===== src/rtl/mem_access.sv =====
// MIPS MEM stage. Issues loads and stores on a req/ack data bus, builds byte lanes and
// load extension, and requests a pipeline stall while a bus transaction is outstanding.
module mem_access #(
    parameter int ADDR_W = 32,
    parameter int DATA_W = 32
) (
    input  logic              clk,
    input  logic              rst,
    input  logic [4:0]        ex_wd,
    input  logic              ex_wreg,
    input  logic [DATA_W-1:0] ex_wdata,
    input  logic [31:0]       ex_pc,
    input  logic [7:0]        ex_aluop,
    input  logic [ADDR_W-1:0] ex_mem_addr,
    input  logic [DATA_W-1:0] ex_reg2,
    input  logic              hold,
    input  logic              flush,
    output logic [4:0]        mem_wd,
    output logic              mem_wreg,
    output logic [DATA_W-1:0] mem_wdata,
    output logic [31:0]       mem_pc,
    output logic [7:0]        mem_aluop,
    output logic              dbus_req,
    output logic              dbus_we,
    output logic [ADDR_W-1:0] dbus_addr,
    output logic [3:0]        dbus_sel,
    output logic [DATA_W-1:0] dbus_wdata,
    input  logic [DATA_W-1:0] dbus_rdata,
    input  logic              dbus_ack,
    output logic              stallreq,
    output logic              excp_adel,
    output logic              excp_ades,
    output logic [1:0]        dbg_state
);
    localparam logic [7:0] EXE_LB_OP  = 8'b1110_0000;
    localparam logic [7:0] EXE_LBU_OP = 8'b1110_0100;
    localparam logic [7:0] EXE_LH_OP  = 8'b1110_0001;
    localparam logic [7:0] EXE_LHU_OP = 8'b1110_0101;
    localparam logic [7:0] EXE_LW_OP  = 8'b1110_0011;
    localparam logic [7:0] EXE_SB_OP  = 8'b1110_1000;
    localparam logic [7:0] EXE_SH_OP  = 8'b1110_1001;
    localparam logic [7:0] EXE_SW_OP  = 8'b1110_1011;

    typedef enum logic [1:0] {S_IDLE = 2'd0, S_WAIT = 2'd1, S_DONE = 2'd2, S_DRAIN = 2'd3} state_t;

    state_t            r_state;
    logic [DATA_W-1:0] r_rdata;
    logic [ADDR_W-1:0] r_addr;
    logic [3:0]        r_sel;
    logic              r_we;
    logic [DATA_W-1:0] r_wdata;

    logic              w_is_load;
    logic              w_is_store;
    logic              w_signed;
    logic [1:0]        w_size;
    logic [1:0]        w_off;
    logic              w_misalign;
    logic              w_issue;
    logic [3:0]        w_sel;
    logic [DATA_W-1:0] w_store_data;
    logic [ADDR_W-1:0] w_aligned_addr;
    logic              w_req;
    logic              w_we;
    logic              w_stall;
    logic              w_nop;
    logic [ADDR_W-1:0] w_addr;
    logic [3:0]        w_bsel;
    logic [DATA_W-1:0] w_wdata;
    logic [DATA_W-1:0] w_rd_src;
    logic [DATA_W-1:0] w_shifted;
    logic [DATA_W-1:0] w_load_val;

    // w_size: 0 = byte, 1 = halfword, 2 = word
    always_comb begin
        w_is_load  = 1'b0;
        w_is_store = 1'b0;
        w_signed   = 1'b0;
        w_size     = 2'd0;
        case (ex_aluop)
            EXE_LB_OP:  begin w_is_load = 1'b1; w_signed = 1'b1; end
            EXE_LBU_OP: begin w_is_load = 1'b1; end
            EXE_LH_OP:  begin w_is_load = 1'b1; w_signed = 1'b1; w_size = 2'd1; end
            EXE_LHU_OP: begin w_is_load = 1'b1; w_size = 2'd1; end
            EXE_LW_OP:  begin w_is_load = 1'b1; w_size = 2'd2; end
            EXE_SB_OP:  begin w_is_store = 1'b1; end
            EXE_SH_OP:  begin w_is_store = 1'b1; w_size = 2'd1; end
            EXE_SW_OP:  begin w_is_store = 1'b1; w_size = 2'd2; end
            default:    ;
        endcase
    end

    assign w_off          = ex_mem_addr[1:0];
    assign w_aligned_addr = {ex_mem_addr[ADDR_W-1:2], 2'b00};
    assign w_misalign     = (w_is_load | w_is_store) &
                            (((w_size == 2'd1) & w_off[0]) | ((w_size == 2'd2) & (w_off != 2'd0)));
    assign w_issue        = (w_is_load | w_is_store) & !w_misalign & !flush;

    // Big-endian lanes: byte offset 0 is the most significant lane.
    always_comb begin
        case (w_size)
            2'd0: begin
                w_sel        = 4'b1000 >> w_off;
                w_store_data = {(DATA_W/8){ex_reg2[7:0]}};
            end
            2'd1: begin
                w_sel        = w_off[1] ? 4'b0011 : 4'b1100;
                w_store_data = {(DATA_W/16){ex_reg2[15:0]}};
            end
            default: begin
                w_sel        = 4'b1111;
                w_store_data = ex_reg2;
            end
        endcase
    end

    // Handshake: dbus_req rises with one access's fields and holds them unchanged until the
    // cycle with dbus_ack=1; that cycle completes the access. dbus_ack with dbus_req=0 is ignored.
    always_comb begin
        w_req    = 1'b0;
        w_we     = 1'b0;
        w_addr   = '0;
        w_bsel   = '0;
        w_wdata  = '0;
        w_stall  = 1'b0;
        w_nop    = flush;
        w_rd_src = dbus_rdata;
        case (r_state)
            S_IDLE: begin
                if (w_issue) begin
                    w_req   = 1'b1;
                    w_we    = w_is_store;
                    w_addr  = w_aligned_addr;
                    w_bsel  = w_sel;
                    w_wdata = w_store_data;
                    w_stall = !dbus_ack;
                end
            end
            S_WAIT: begin
                w_req   = 1'b1;
                w_we    = r_we;
                w_addr  = r_addr;
                w_bsel  = r_sel;
                w_wdata = r_wdata;
                w_stall = !dbus_ack;
            end
            S_DONE: begin
                w_rd_src = r_rdata;
            end
            S_DRAIN: begin
                w_req   = 1'b1;
                w_we    = r_we;
                w_addr  = r_addr;
                w_bsel  = r_sel;
                w_wdata = r_wdata;
                w_stall = 1'b1;
                w_nop   = 1'b1;
            end
            default: ;
        endcase
    end

    always_comb begin
        w_shifted = w_rd_src << {w_off, 3'b000};
        case (w_size)
            2'd0:    w_load_val = {{(DATA_W-8){w_signed & w_shifted[DATA_W-1]}}, w_shifted[DATA_W-1 -: 8]};
            2'd1:    w_load_val = {{(DATA_W-16){w_signed & w_shifted[DATA_W-1]}}, w_shifted[DATA_W-1 -: 16]};
            default: w_load_val = w_rd_src;
        endcase
    end

    always_comb begin
        mem_wd     = '0;
        mem_wreg   = 1'b0;
        mem_wdata  = '0;
        mem_pc     = '0;
        mem_aluop  = '0;
        dbus_req   = 1'b0;
        dbus_we    = 1'b0;
        dbus_addr  = '0;
        dbus_sel   = '0;
        dbus_wdata = '0;
        stallreq   = 1'b0;
        excp_adel  = 1'b0;
        excp_ades  = 1'b0;
        if (!rst) begin
            mem_pc     = ex_pc;
            mem_aluop  = ex_aluop;
            dbus_req   = w_req;
            dbus_we    = w_we;
            dbus_addr  = w_addr;
            dbus_sel   = w_bsel;
            dbus_wdata = w_wdata;
            stallreq   = w_stall;
            if (!w_nop) begin
                mem_wd    = ex_wd;
                mem_wreg  = ex_wreg & !w_is_store & !w_misalign;
                mem_wdata = w_is_load ? (w_misalign ? '0 : w_load_val) : ex_wdata;
                excp_adel = w_is_load & w_misalign;
                excp_ades = w_is_store & w_misalign;
            end
        end
    end

    // Request fields are latched on entry to WAIT so a flush cannot disturb them in DRAIN.
    always_ff @(posedge clk) begin
        if (rst) begin
            r_state <= S_IDLE;
            r_rdata <= '0;
            r_addr  <= '0;
            r_sel   <= '0;
            r_we    <= 1'b0;
            r_wdata <= '0;
        end else begin
            case (r_state)
                S_IDLE: begin
                    if (w_issue) begin
                        if (dbus_ack) begin
                            if (hold) begin
                                r_rdata <= dbus_rdata;
                                r_state <= S_DONE;
                            end
                        end else begin
                            r_addr  <= w_aligned_addr;
                            r_sel   <= w_sel;
                            r_we    <= w_is_store;
                            r_wdata <= w_store_data;
                            r_state <= S_WAIT;
                        end
                    end
                end
                S_WAIT: begin
                    if (dbus_ack) begin
                        if (hold && !flush) begin
                            r_rdata <= dbus_rdata;
                            r_state <= S_DONE;
                        end else begin
                            r_state <= S_IDLE;
                        end
                    end else if (flush) begin
                        r_state <= S_DRAIN;
                    end
                end
                S_DONE: begin
                    if (flush || !hold) r_state <= S_IDLE;
                end
                S_DRAIN: begin
                    if (dbus_ack) r_state <= S_IDLE;
                end
                default: r_state <= S_IDLE;
            endcase
        end
    end

    assign dbg_state = r_state;
endmodule


===== config.mk =====
export PLATFORM = sky130hd
export DESIGN_NAME = mem_access
export DESIGN_NICKNAME = d
export VERILOG_FILES = /design/src/rtl/mem_access.sv
export SDC_FILE = /design/constraint.sdc
export NUM_CORES = 1
export LEC_CHECK = 0
export ABC_AREA = 1
export BUFFER_PORTS_ARGS = -buffer_cell sky130_fd_sc_hd__buf_2
export CAP_MARGIN = 20
export CELL_PAD_IN_SITES_DETAIL_PLACEMENT = 2
export CELL_PAD_IN_SITES_GLOBAL_PLACEMENT = 2
export CORE_MARGIN = 10
export CORE_UTILIZATION = 23
export CTS_CLUSTER_DIAMETER = 50
export DETAILED_ROUTE_END_ITERATION = 8
export GPL_TIMING_DRIVEN = 1
export PLACE_DENSITY_LB_ADDON = 0.1
export SYNTH_ARGS = -nofsm -noshare
export SYNTH_HDL_FRONTEND = slang
export SYNTH_SLANG_ARGS = --single-unit

===== constraint.sdc =====
create_clock -name clk -period 2.4 [get_ports clk]
set_clock_uncertainty 0.2 [all_clocks]
set_input_delay 0.24 -clock clk [delete_from_list [all_inputs] [get_ports clk]]
set_output_delay 0.24 -clock clk [all_outputs]
set_load 0.02 [all_outputs]

==> metrics.txt <==
Final Setup Violations 42; crit path time final 2.72 ns; WL final 51.6 mm; number of global-route vias before repair 12200; clk sinks 101; final slew viol count 0; period utilization 114%; Hold WS 0.00671 ns; Port Buffers 329; Compound-Gate Fraction of Synth Area 14.8%; Skew-Pair Late Insertion Delay 0.36 ns; Core Region 0.0336 mm^2; status complete, but fails checks; Slew HR 33.1%; share of cells above drive strength 1 40.5%; H-tree level count 3; reg2reg setup slack 0.08 ns; Seq/Total Area, Yosys 25.7%; commonest non-fill, non-tap cell in the layout nand2_1; Critical Path End Type output port; DRT Pass-1 Iters 4; number of CTS-inserted buffers 9; Final HPWL DP 33.0 mm; Max VDD drop 0.291 mV; worst-margin pin slew 1.00 ns; Setup WS post-layout -0.325 ns; CP bufs+invs 4; CP required 1.96 ns; Gate Count Post-Synth 1431; drt wl/cell 22.5 um; RSZ-0062 raised after global routing true; largest family of logic cells by synthesized area simple AND/OR/NAND/NOR gates; yosys warns 0; Lkg Pwr 0.00641 uW; crit-path max cell delay 0.38 ns; final hold viol count 0; Routability Congestion 0.827; Synth Area in Adders 0%; reg2reg end r_addr[10]; hold path start dbus_rdata[21]; Top delay family on crit path simple AND/OR/NAND/NOR gates; Post-Synth Simple-Gate Area 46.5%; TritonCTS clock tree built; Worst-path clk slew 0.08 ns; post-route setup TNS -8.45 ns; grt total ovfl 0; Residual DRC 0; Clock Path Buffers 2; FF-to-FF Start dbg_state[0]; most frequent cells in the layout 358 x nand2_1, 226 x buf_2, 197 x nor2_1, 150 x inv_1, 101 x buf_4; FMAX 0.367 GHz; failing checks setup timing; nets 2023; Worst setup SP type flip-flop; Antenna diodes 0; Die Ht 205 um; Synth Cell Area 0.00786 mm^2; Worst Reg2Reg Path Length in Cells 11; PD cells 313 mW/mm^2; Initial Util 23.4%; Max Cap Violations 0; CP max-delay cell dfxtp_4; Post-synth EDFFs 0; die width 205 um; Worst EP arrival 2.28 ns; Synth Area in XOR/XNOR 0%; clk root buf clkbuf_16; kind of critical path reg2out; final antenna-violating net count 0; Rows 67; Iteration-0 DRC Markers 463; post-synth cell types 33; ys flop type dfxtp_1; crit path max fanout 5; # fillers 3967; # IOs 332; area growth from synthesis to layout 79.1%; worst hold path class in2reg; Hold Path Depth 4; hold endpoint r_rdata[21]; Via density 4.91; mux cell area share after synthesis 0%; DR vias 11300; initial antenna violation count 2; die footprint 0.0420 mm^2; critical path cell sequence clkinvlp_4, nand2_4, buf_12, buf_6, nand2_1, nand3_1, nand2_2, nor2_2, nor2_1, nor2_1, nand2_2, a21oi_2, buf_6; first-pass GRT wire length 72.2 mm; largest net degree at the start of global routing 177; Mean Syn Cell Area 5.49 um^2; async set or reset register ratio after synthesis 0%; all-layer global routing usage 22.1%; #FFs+latches synth 101
-- area by class of cell --
| cell class | count | area [um^2] | share of cell area, % |
|---|---|---|---|
| clock buffer | 10 | 229 | 1.63 |
| clock inverter | 6 | 56.3 | 0.400 |
| timing repair buffer | 502 | 4390 | 31.2 |
| tap | 448 | 561 | 3.98 |
| inverter | 154 | 582 | 4.13 |
| sequential | 101 | 2030 | 14.4 |
| multi-input combinational | 1076 | 6230 | 44.3 |
-- cells in the mapped netlist (4+ instances only) --
master	count	area (um^2)
nand2_1	414	1550
nor2_1	204	766
nand3_1	169	846
inv_1	152	571
a21oi_1	121	606
dfxtp_1	101	2020
o21ai_0	71	355
clkbuf_1	60	225
nand3b_1	32	240
buf_2	28	140
o21a_1	15	113
o21ai_1	13	65.1
and2_1	9	56.3
buf_1	9	33.8
buf_4	4	30.0
nand4_1	4	25.0
nor2_2	4	25.0
-- report_power, final --
group          internal (uW)  switching (uW)  leakage, uW
Sequential              1690            9.46     0.000816
Combinational            483             707      0.00546
Clock                    727             796     0.000137
-- tightest hold or removal path, cell delays in order --
cell      delay (ns)
buf_2           0.09
nand3b_1        0.09
nand2_1         0.05
nor2_1          0.08
-- routing by layer --
metal / GRT usage (%) / wire (um)
met1: 24.3 / 19900
met2: 41.8 / 27900
met3: 3.65 / 1930
met5: 0 / 23
met4: 7.06 / 1840
-- worst max path at each step --
stage / slack [ns] / to / cells after the start / startpoint
final: -0.32 / mem_wdata[4] / 13 / dbg_state[0]
after floorplan: 0.06 / mem_wdata[12] / 11 / dbg_state[0]
after CTS: -0.29 / mem_wdata[27] / 13 / dbg_state[0]
after global routing: -0.45 / mem_wdata[4] / 13 / dbg_state[0]
after global placement: -0.04 / mem_wdata[11] / 10 / dbg_state[1]
after detailed placement: -0.07 / mem_wdata[27] / 12 / dbg_state[0]
-- state kept, by name, indices dropped and copies added, names as in the netlist --
signal and count:
r_we 1, r_rdata 32, r_wdata 32, dbg_state 2
r_sel 4, r_addr 30
-- cells by family after synthesis --
| family | Yosys count |
|---|---|
| simple gates | 850 |
| buf+inv | 256 |
| compound gates | 223 |
| flops | 101 |
| other cells | 1 |
-- per-stage QoR --
stage	instance area, um^2	worst slack (ns)	total power, uW	utilization, %	std cells
floorplan	7910	0.0564	2190	-	1432
global placement	10600	-0.0352	2640	31.5	2184
detailed placement	10600	-0.0694	2660	31.5	2184
CTS	12900	-0.293	4360	38.4	2282
global route	14100	-0.453	4630	41.9	2297
finish	14100	-0.325	4410	41.9	2297
-- what timing repair did --
action,in CTS,in global routing
pin swaps,56,107
gates cloned,13,4
hold buffers,38,0
endpoints found under the hold margin,38,0
gates resized for setup,286,239
setup endpoints to repair,96,104
setup buffers,32,13
(Power assumes the default switching activity.)
